**config.mk**
```make
export PLATFORM = sky130hd
export DESIGN_NAME = fpc_gen
export DESIGN_NICKNAME = d
export VERILOG_FILES = /design/src/rtl/fpc_pkg.sv /design/src/rtl/fpc_wrap_cnt.sv /design/src/rtl/fpc_gen.sv
export SDC_FILE = /design/constraint.sdc
export NUM_CORES = 1
export LEC_CHECK = 0
export CAP_MARGIN = 20
export CORE_UTILIZATION = 40
export DETAILED_ROUTE_END_ITERATION = 10
export GPL_TIMING_DRIVEN = 0
export PLACE_DENSITY = 0.65
export SLEW_MARGIN = 30
export SYNTH_ARGS = -nofsm -noshare
export SYNTH_HDL_FRONTEND = slang
export SYNTH_SLANG_ARGS = --single-unit
export TNS_END_PERCENT = 30
```
**constraint.sdc**
```tcl
create_clock -name i_clk -period 6.7 [get_ports i_clk]
set_clock_uncertainty 0.05 [all_clocks]
set_input_delay 1.34 -clock i_clk [delete_from_list [all_inputs] [get_ports i_clk]]
set_output_delay 1.34 -clock i_clk [all_outputs]
set_load 0.01 [all_outputs]
```
**src/rtl/fpc_pkg.sv**
```systemverilog
// fpc_pkg: shared constants and helpers for the frame position counter.
//   FPC_COLS   - default columns per row
//   FPC_ROWS   - default rows per frame
//   FPC_MF_LEN - default frames per multiframe
//   clog2()    - counter width for a modulus, never narrower than 1 bit
package fpc_pkg;

  localparam int FPC_COLS   = 1041;
  localparam int FPC_ROWS   = 4;
  localparam int FPC_MF_LEN = 256;

  // Width needed to hold 0..value-1; a modulus of 1 still gets a 1-bit counter
  function automatic int clog2(input int value);
    int width;
    width = 1;
    while ((1 << width) < value) width++;
    return width;
  endfunction

endpackage

```
**src/rtl/fpc_wrap_cnt.sv**
```systemverilog
// fpc_wrap_cnt: modulus/step counter used as one stage of the position chain.
//   clk  - clock
//   rst  - asynchronous active-high reset, clears cnt
//   en   - advance by STEP this cycle
//   clr  - treat the current value as 0 (alignment); loads 0 when not advancing
//   cnt  - registered count, 0..MOD-1 in steps of STEP
//   wrap - combinational: advancing this cycle from the terminal value MOD-STEP
module fpc_wrap_cnt #(
  parameter int MOD  = 2,
  parameter int STEP = 1,
  parameter int W    = 1
) (
  input  logic         clk,
  input  logic         rst,
  input  logic         en,
  input  logic         clr,
  output logic [W-1:0] cnt,
  output logic         wrap
);

  localparam logic [W-1:0] LAST   = W'(MOD - STEP);
  localparam logic [W-1:0] STEP_W = W'(STEP);

  logic [W-1:0] cnt_e;

  // Effective value: an alignment pulse makes the current position zero
  assign cnt_e = clr ? '0 : cnt;

  // Terminal value is compared explicitly so non-power-of-two moduli wrap correctly
  assign wrap = en & (cnt_e == LAST);

  // Advance from the effective value; an alignment without a beat just zeroes the count
  always_ff @(posedge clk or posedge rst) begin
    if (rst) begin
      cnt <= '0;
    end else if (en) begin
      cnt <= wrap ? '0 : cnt_e + STEP_W;
    end else if (clr) begin
      cnt <= '0;
    end
  end

endmodule

```
**src/rtl/fpc_gen.sv**
```systemverilog
// fpc_gen: frame position counter for the framed datapath.
//   i_clk     - clock
//   i_rst     - asynchronous active-high reset
//   i_valid   - a beat of STEP columns is present this cycle
//   i_sync    - current beat (or next beat if idle) is column 0, row 0, multiframe 0
//   o_col_cnt - registered column of the next beat
//   o_row_cnt - registered row of the next beat
//   o_mf_cnt  - registered multiframe index of the next beat
//   o_sof     - current beat is column 0, row 0
//   o_eor     - current beat contains the last column of a row
//   o_eof     - current beat contains the last column of the last row
//   o_locked  - an alignment pulse has been seen since reset
module fpc_gen
  import fpc_pkg::*;
#(
  parameter int COLS   = FPC_COLS,
  parameter int ROWS   = FPC_ROWS,
  parameter int STEP   = 1,
  parameter int MF_LEN = FPC_MF_LEN
) (
  input  logic                      i_clk,
  input  logic                      i_rst,
  input  logic                      i_valid,
  input  logic                      i_sync,
  output logic [clog2(COLS)-1:0]    o_col_cnt,
  output logic [clog2(ROWS)-1:0]    o_row_cnt,
  output logic [clog2(MF_LEN)-1:0]  o_mf_cnt,
  output logic                      o_sof,
  output logic                      o_eor,
  output logic                      o_eof,
  output logic                      o_locked
);

  localparam int CW = clog2(COLS);
  localparam int RW = clog2(ROWS);
  localparam int MW = clog2(MF_LEN);

  // A beat must never straddle a row boundary
  if ((STEP < 1) || ((COLS % STEP) != 0)) begin : g_bad_step
    $error("fpc_gen: COLS must be a positive multiple of STEP");
  end

  logic          col_wrap;
  logic          row_wrap;
  logic          mf_wrap_unused;
  logic [CW-1:0] col_e;
  logic [RW-1:0] row_e;

  // Column advances on every beat; each stage enables the next on its wrap
  fpc_wrap_cnt #(.MOD(COLS), .STEP(STEP), .W(CW)) u_col (
    .clk  (i_clk),
    .rst  (i_rst),
    .en   (i_valid),
    .clr  (i_sync),
    .cnt  (o_col_cnt),
    .wrap (col_wrap)
  );

  fpc_wrap_cnt #(.MOD(ROWS), .STEP(1), .W(RW)) u_row (
    .clk  (i_clk),
    .rst  (i_rst),
    .en   (col_wrap),
    .clr  (i_sync),
    .cnt  (o_row_cnt),
    .wrap (row_wrap)
  );

  fpc_wrap_cnt #(.MOD(MF_LEN), .STEP(1), .W(MW)) u_mf (
    .clk  (i_clk),
    .rst  (i_rst),
    .en   (row_wrap),
    .clr  (i_sync),
    .cnt  (o_mf_cnt),
    .wrap (mf_wrap_unused)
  );

  assign col_e = i_sync ? '0 : o_col_cnt;
  assign row_e = i_sync ? '0 : o_row_cnt;

  // Column wrap is exactly "valid beat at COLS-STEP"; row wrap adds "last row"
  assign o_sof = i_valid & (col_e == '0) & (row_e == '0);
  assign o_eor = col_wrap;
  assign o_eof = row_wrap;

  // Sticky lock flag, only reset clears it
  always_ff @(posedge i_clk or posedge i_rst) begin
    if (i_rst) begin
      o_locked <= 1'b0;
    end else if (i_sync) begin
      o_locked <= 1'b1;
    end
  end

endmodule

```
==> key figures <==
Status
  • Status: finished, final reports clean

Clock tree
  • Clock root buffer: clkbuf_4
  • CTS H-tree depth: 1
  • Clk sinks: 22
  • Num CTS Buffers: 3
  • Post-cts resize count: 0
  • CTS max path bufs: 2
  • CTS tree: built
  • Post-CTS Setup Bufs: 0
  • Clk Latency, worst-skew pair: 0.32 ns
  • Reg clk slew, reported paths: 0.14 ns
  • CTS Hold Buffers Added: 0

Global route
  • Initial antenna violation count: 0
  • Vias in the first global route: 1125
  • GRT overflow: 0
  • GRT Util Overall: 19.5%
  • First-pass GRT wire length: 5.15 mm
  • Largest net degree at the start of global routing: 23

Synth
  • Syn_nets: 154
  • Mapped cell area: 0.00134 sq mm
  • Seq/Total Area, Yosys: 41.0%
  • Netlist cell types: 41
  • Syn Area/Cell: 9.25 sq um
  • Warnings from Yosys: 0
  • Post-Synthesis Cells: 145
  • Synthesis-stage register bit count: 22

STA
  • Final hold vios: 0
  • Slew margin rel.: 46.0%
  • Crit path time final: 5.88 ns
  • Setup TNS: 0 ns
  • Max-slew violation count: 0
  • Worst Tran Pin Value: 0.805 ns
  • Highest clock rate: 170 MHz
  • Final setup fails: 0
  • RSZ-0062 raised after global routing: no
  • Period utilisation layout: 87.7%
  • Worst hold slack: 0.436 ns

Placement
  • DP HPWL: 2.26 mm
  • IO buf count: 28
  • GPL Wtd Cong: 0.764

Floorplan
  • Die area: 0.00359 sq mm
  • FP Rows: 20
  • Starting Density: 42.9%
  • Die Height: 59.9 um
  • Num ports: 29
  • Die width: 59.9 um
  • Core Area: 0.00313 sq mm

Setup path
  • Crit. End Element: output pin
  • WS Path Type: primary input to output pin
  • Startpoint Class: primary input
  • CP required: 5.31 ns
  • Crit path DAT: 4.49 ns
  • Crit-path max FO: 10
  • Reg2Reg Depth: 6

Route
  • DRT Pass-1 Iters: 4
  • Post-route ant nets: 0
  • Metal2 WL: 1.45 mm
  • Initial DRC count: 37
  • Top Layer Used: met4
  • Via density: 5.33
  • WL final: 3.12 mm
  • Total DRC errors in the routed layout: 0
  • Met3 WL: 103 um
  • Vias: 1179
  • DR WL/cell: 14.1 um
  • M1 WL: 1.55 mm

Layout
  • Most frequent cells in the layout: 28 x clkdlybuf4s50_1, 22 x dfrtp_1, 14 x nand2_1
  • Antenna cells: 0
  • Final core utilization: 55.3%
  • Final nets: 187
  • Share of cells above drive strength 1: 7.91%
  • Layout fillers: 307
  • Commonest non-fill, non-tap cell in the layout: clkdlybuf4s50_1
  • Synthesis-to-finish area growth: 28.9%

Worst hold path
  • Worst Hold Depth: 1
  • Min-delay worst type: flip-flop to flip-flop

Power and ir drop
  • Power, Total: 274 uW
  • Worst VDD drop: 0.000111 V
  • P per Cell Area: 158 mW/mm^2
  • Leak: 0.000695 uW

Run
  • Max Cap Violations: 0
[sequential cells by signal, indices dropped and copies added, names as in the netlist]
| signal | flops |
|---|---|
| u_row.cnt | 2 |
| u_mf.cnt | 8 |
| o_locked | 1 |
| u_col.cnt | 11 |
[where the power goes]
part / internal [uW] / switching (uW) / total [uW]
Combinational: 13.9 / 15.4 / 29.3
Sequential: 136 / 3.17 / 139
Clock: 60.5 / 45.1 / 106
[critical path, stage by stage]
cell and delay [ns]:
clkdlybuf4s50_1 0.57, clkbuf_1 0.38, buf_4 0.27, nand2b_1 0.18, ha_1 0.18, and4b_1 0.28
and4_2 0.27, clkbuf_1 0.38, clkdlybuf4s50_1 0.63
[final timing paths]
check	startpoint	to	slack, ns
max in group asynchronous	i_rst	u_col.cnt[1]$_DFF_PP0_	4.89
worst max register to register	u_col.cnt[1]$_DFF_PP0_	u_mf.cnt[5]$_DFF_PP0_	4.64
worst min-delay path	o_locked$_DFFE_PP0P_	o_locked$_DFFE_PP0P_	0.44
worst min register to register	o_locked$_DFFE_PP0P_	o_locked$_DFFE_PP0P_	0.44
min in group asynchronous	i_rst	o_locked$_DFFE_PP0P_	1.31
worst max-delay path	i_sync	o_eor	0.82
[cell families after synthesis]
group / share of synthesized area (%)
simple gates: 32.2
compound gates: 9.51
xor+xnor: 7.18
flops: 41.0
fa+ha+maj: 4.66
buf+inv: 5.41
[cell type report]
type / count / area, sq um / area share [%]
Multi-Input combinational cell: 107 / 718 / 41.5
Sequential cell: 22 / 551 / 31.8
Timing Repair Buffer: 28 / 280 / 16.2
Tap cell: 44 / 55.1 / 3.18
Inverter: 10 / 37.5 / 2.17
Buffer: 6 / 35.0 / 2.03
Clock inverter: 1 / 30.0 / 1.74
Clock buffer: 3 / 22.5 / 1.30
[metrics by stage]
| stage | setup slack (ns) | cells | instance area (sq um) |
|---|---|---|---|
| final | 0.822 | 221 | 1730 |
| after detailed placement | 0.882 | 217 | 1680 |
| after CTS | 0.871 | 221 | 1730 |
| after global routing | 0.668 | 221 | 1730 |
| after global placement | 0.908 | 217 | 1680 |
| after floorplan | 2.47 | 145 | 1340 |
[synth_stat cells (all sizes together)]
cell type / count / area (sq um)
o31a: 1 / 8.76
clkbuf: 3 / 11.3
nor2b: 7 / 43.8
o22ai: 1 / 6.26
nand4: 6 / 37.5
or2: 1 / 6.26
o21ba: 1 / 10.0
inv: 10 / 37.5
ha: 5 / 62.6
a31oi: 1 / 6.26
a31o: 1 / 8.76
o21ai: 5 / 25.0
a211oi: 2 / 15.0
o41a: 1 / 11.3
and4b: 3 / 30.0
and4: 1 / 10.0
nand3b: 2 / 15.0
o41ai: 1 / 8.76
dfrtp: 22 / 551
nor4: 4 / 46.3
nor2: 10 / 37.5
xor2: 2 / 17.5
nor4b: 1 / 8.76
nand2: 14 / 52.6
or3: 2 / 12.5
nor3: 8 / 45.0
and2: 2 / 13.8
o31ai: 3 / 22.5
nand2b: 6 / 37.5
xnor2: 9 / 78.8
or4: 2 / 15.0
nand3: 4 / 20.0
buf: 3 / 23.8
a21oi: 1 / 5.00
[routing by layer]
| layer | vias to the layer above | track usage (%) |
|---|---|---|
| met5 | - | 0 |
| met2 | 26 | 31.9 |
| met4 | 0 | 5.98 |
| met1 | 573 | 25.4 |
| li1 | 578 | - |
| met3 | 2 | 4.55 |
(Power assumes the default switching activity.)
==> patch 1 (same settings) <==
Register the output `o_mf_cnt`, with the module's reset; this adds one clock of latency there. The other outputs are not delayed to match. Comments in the files are not updated.
--- a/src/rtl/fpc_gen.sv
+++ b/src/rtl/fpc_gen.sv
@@ -35,6 +35,8 @@
   localparam int RW = clog2(ROWS);
   localparam int MW = clog2(MF_LEN);
 
+  logic [clog2(MF_LEN)-1:0] o_mf_cnt_d;
+
   // A beat must never straddle a row boundary
   if ((STEP < 1) || ((COLS % STEP) != 0)) begin : g_bad_step
     $error("fpc_gen: COLS must be a positive multiple of STEP");
@@ -70,7 +72,7 @@
     .rst  (i_rst),
     .en   (row_wrap),
     .clr  (i_sync),
-    .cnt  (o_mf_cnt),
+    .cnt  (o_mf_cnt_d),
     .wrap (mf_wrap_unused)
   );
 
@@ -91,5 +93,13 @@
     end
   end
 
+  always_ff @(posedge i_clk or posedge i_rst) begin
+    if (i_rst) begin
+      o_mf_cnt <= '0;
+    end else begin
+      o_mf_cnt <= o_mf_cnt_d;
+    end
+  end
+
 endmodule
 
Formal check against the unedited RTL: same outputs for any inputs over 10 cycles, from zero or initial values and one cycle with i_rst high; that may be too few to reach the edited logic, so the function may still have changed.
==> patch 1 against the original RTL <==
  * Global-route usage up 0.13 points
  * Sequential cell count up 8
  * Setup slack better by 3.8 ps
  * Synthesized area up 15%
  * Die area up 14%
  * Cell area up 14%
  * Total power up 35%
  * Combinational power up 4%
  * Wire length up 9.2%
  * Critical path type unchanged
==> patch 1: results (changes against the original RTL) <==
Global Route met1 Usage 21.8% (-3.6 points); relative slew slack 58.7% (+13 points); vias per cell 5.28 (-0.98%); First DRT Iteration DRCs 47 (+27%); Num CTS Buffers 5 (+2); Main synth FF type dfrtp_1; Syn Nets 162 (+5.2%); clock slew at reported path FFs 60 ps (-80 ps); switching power 86.7 µW (+36%); crit-path max cell delay 630 ps (about the same); H-tree depth 2 (+1); initial antenna violation count 0 (unchanged); Achievable Freq 170 MHz (about the same); status completed; metal3 WL 174 µm (+69%); Skew-Pair Late Insertion Delay 280 ps (-40 ps); CTS Root Cell clkbuf_8; maximum root-to-sink buffer count 2 (unchanged); routed wl met2 1.64 mm (+13%); layout cells sized above 1 9.52% (+1.6 points); Synth area leaders dfrtp_1 (49%), xnor2_1 (5.1%), ha_1 (4.1%), nand2_1 (3.4%), nor2b_1 (2.8%); placed insts 229 (+5.5%); peak supply drop 0.113 mV (+1.6%); Syn Inst Count 153 (+5.5%); worst hold path class reg2reg; Regs by FF count u_col.cnt x11, o_mf_cnt x8, u_mf.cnt x8; largest net degree at the start of global routing 31 (+35%); Final HPWL DP 2.37 mm (+4.7%); met1 WL 1.51 mm (-3.0%); RD Place Congestion 0.771 (+0.94%); vias in the first global route 1303 (+16%); LEAKAGE 0.829 nW (+19%); Port Buffers 28 (unchanged); most frequent cells after synthesis dfrtp_1 (30), nand2_1 (14), inv_1 (10), nor2_1 (10), xnor2_1 (9); crit path DAT 4480 ps (about the same); met3 usage 5.89% (+1.3 points); Ant. Diodes 0 (unchanged); worst reg2reg setup slack 4640 ps (about the same); first-pass GRT wire length 6.00 mm (+16%); Final Non-Filler Cells 237 (+7.2%); DR top layer met4; M2 GR Usage 33.5% (+1.6 points); Seq/Total Area, Yosys 48.7% (+7.7 points); pre-CTS setup slack 831 ps (-51.6 ps); final WL 3.41 mm (+9.2%); nets@finish 197 (+5.3%); Total GRT Usage 19.6% (+0.13 points); Syn. warnings 0 (unchanged)
[patch 1: power by group through the flow]
stage / logic, mW / clock network [mW] / registers (mW)
CTS: 0.0311 / 0.153 / 0.188
finish: 0.0306 / 0.149 / 0.188
global route: 0.0343 / 0.163 / 0.189
floorplan: 0.0154 / 0 / 0.193
detailed placement: 0.0308 / 0 / 0.192
global placement: 0.0301 / 0 / 0.192
[patch 1: cells by family (layout without fill, tap and decap cells)]
kind of cell | Yosys count | after routing | share of synthesized area (%)
simple gates | 73 | 73 | 28.0
flops | 30 | 30 | 48.7
compound gates | 18 | 18 | 8.28
buf+inv | 16 | 52 | 4.71
xor+xnor | 11 | 11 | 6.25
fa+ha+maj | 5 | 5 | 4.06
[patch 1: stage by stage]
stage          instance area, µm²  hold WS (ps)  util (%)  total power [mW]
5_1_grt                      1970           356      53.5             0.386
6_report                     1970           327      53.5             0.368
3_3_place_gp                 1880           305      51.0             0.222
4_1_cts                      1970           331      53.5             0.373
3_5_place_dp                 1880           319      51.0             0.222
2_1_floorplan                1540           297         -             0.208
[patch 1: cell type report]
cell class              instances  area (µm²)
plain buffers                   6        35.0
clock buffers                   7        86.3
clock inverters                 1        5.00
fillers                       364        1720
inverters                      10        37.5
multi-input cells             107         718
flip-flops and latches         30         751
well taps                      48        60.1
repair buffers                 28         280
[patch 1: path summary, 6_finish.rpt]
path                                    from           end  depth (start not counted)
worst max-delay path                  i_sync         o_eor                          9
worst min-delay path             u_mf.cnt[0]   o_mf_cnt[0]                          0
worst max register to register  u_col.cnt[1]  u_col.cnt[1]                          6
worst min register to register   u_mf.cnt[0]   o_mf_cnt[0]                          0
max in group asynchronous              i_rst   u_mf.cnt[4]                          2
min in group asynchronous              i_rst  u_row.cnt[0]                          2
==> patch 2 (same flow settings) <==
Made on the original files. The package constant `FPC_COLS` goes from 1041 to 520.
--- a/src/rtl/fpc_pkg.sv
+++ b/src/rtl/fpc_pkg.sv
@@ -5,7 +5,7 @@
 //   clog2()    - counter width for a modulus, never narrower than 1 bit
 package fpc_pkg;
 
-  localparam int FPC_COLS   = 1041;
+  localparam int FPC_COLS   = 520;
   localparam int FPC_ROWS   = 4;
   localparam int FPC_MF_LEN = 256;
 
Ports: changed (resized o_col_cnt); port bits go from 29 to 28. No check against the original RTL was run, so the function may have changed too.
==> patch 2 against the original RTL <==
  * Sequential cell count fell by 1
  * Wire length decreased by 4.5%
  * Largest power group unchanged
  * Count of clock-buffer cells in the layout did not move
  * Synthesized area is 4.4% lower
  * Setup slack improved by 130 ps
  * Register-to-register slack got worse by 240 ps
  * Total power decreased by 21%
  * Cell area shrank 5.4%
  * Synthesized cell count down 5.5%
  * Via count decreased by 3.7%
==> patch 2: results (changes against the original RTL) <==
peak supply drop 0.0919 mV (-18%); status completed; multi-input logic cell count 100 (-6.5%); Seq/Total Area, Yosys 41.0% (-0.069 points); Layout fillers 295 (-3.9%); Core Util, Final 53.6% (-1.7 points); first-pass GRT wire length 4.99 mm (-3.1%); Global Route met1 Usage 24.5% (-0.93 points); Synth cell types 35 (-15%); met3 usage 1.98% (-2.6 points); Total GRT Usage 19.1% (-0.43 points); LEAKAGE 0.649 nW (-6.7%); most frequent cells after synthesis dfrtp_1 (21), inv_1 (10), nand2_1 (10), nor2b_1 (8), xnor2_1 (8); Regs by FF count u_col.cnt x10, u_mf.cnt x8, u_row.cnt x2; nets@finish 178 (-4.8%); Post-DP Area 1610 µm² (-4.1%); vias per cell 5.35 (+0.35%); clock network share of area 1.68% (-1.4 points); largest net degree at the start of global routing 22 (-4.3%); Syn Nets 146 (-5.2%); register area 526 µm² (-4.5%); M2 GR Usage 33.2% (+1.3 points); Sw Share 26.0% (+2.8 points); Final HPWL DP 2.18 mm (-3.6%); Port Buffers 27 (-3.6%); First DRT Iteration DRCs 31 (-16%); placed insts 208 (-4.1%); RD Place Congestion 0.764 (about the same); multi-input combinational area share 42.6% (+1.1 points); P&R area growth vs syn 27.5%; clock slew at reported path FFs 120 ps (-20 ps); routed wl met2 1.37 mm (-5.3%); fraction of area in registers 32.1% (+0.30 points); crit path DAT 4360 ps (-130 ps); Syn. warnings 0 (unchanged); Non-clk bufs 33 (-2.9%); wire per inst 14.1 µm (-0.40%); P_seq 131 µW (-6%); Synth area leaders dfrtp_1 (41%), xnor2_1 (5.5%), ha_1 (4.9%), nor2b_1 (3.9%), and4b_1 (3.1%); layout cells sized above 1 5.36% (-2.6 points); vias in the first global route 1115 (-0.89%); total clock sinks 21 (-4.5%); combinational-cell power consumption 21.9 µW (-25%); met1 WL 1.47 mm (-5.3%); switching power 56.6 µW (-11%); NonClk Buf Share 17.9% (-0.33 points); pre-CTS setup slack 957 ps (+74.7 ps); worst-margin pin slew 810 ps (+5.63 ps); final WL 2.98 mm (-4.5%)
patch 2: changes by cell type after synthesis, moves of 3 or more:
cell      delta
nor2_1       -4
nand2b_1     -3
a21oi_1      +3
nand2_1      -4
nand3_1      +3
patch 2: path summary, 6_finish.rpt:
kind / to / from / slack, ps / cells after the start
worst max-delay path: o_eor / i_sync / 950 / 10
max in group asynchronous: u_mf.cnt[1] / i_rst / 4680 / 2
worst min register to register: o_locked / o_locked / 430 / 1
worst max register to register: u_mf.cnt[6] / u_col.cnt[1] / 4400 / 6
worst min-delay path: o_locked / o_locked / 430 / 1
min in group asynchronous: u_col.cnt[2] / i_rst / 1410 / 2
patch 2: logic make-up (layout without fill, tap and decap cells):
group	Yosys count	count (layout)	synth area share [%]
adder cells (fa/ha/maj)	5	5	4.88
buffers and inverters	16	47	4.68
flip-flops	21	21	41.0
AO/OA/AOI/OAI	17	17	7.90
AND/OR/NAND/NOR	68	68	34.7
XOR/XNOR	10	10	6.83
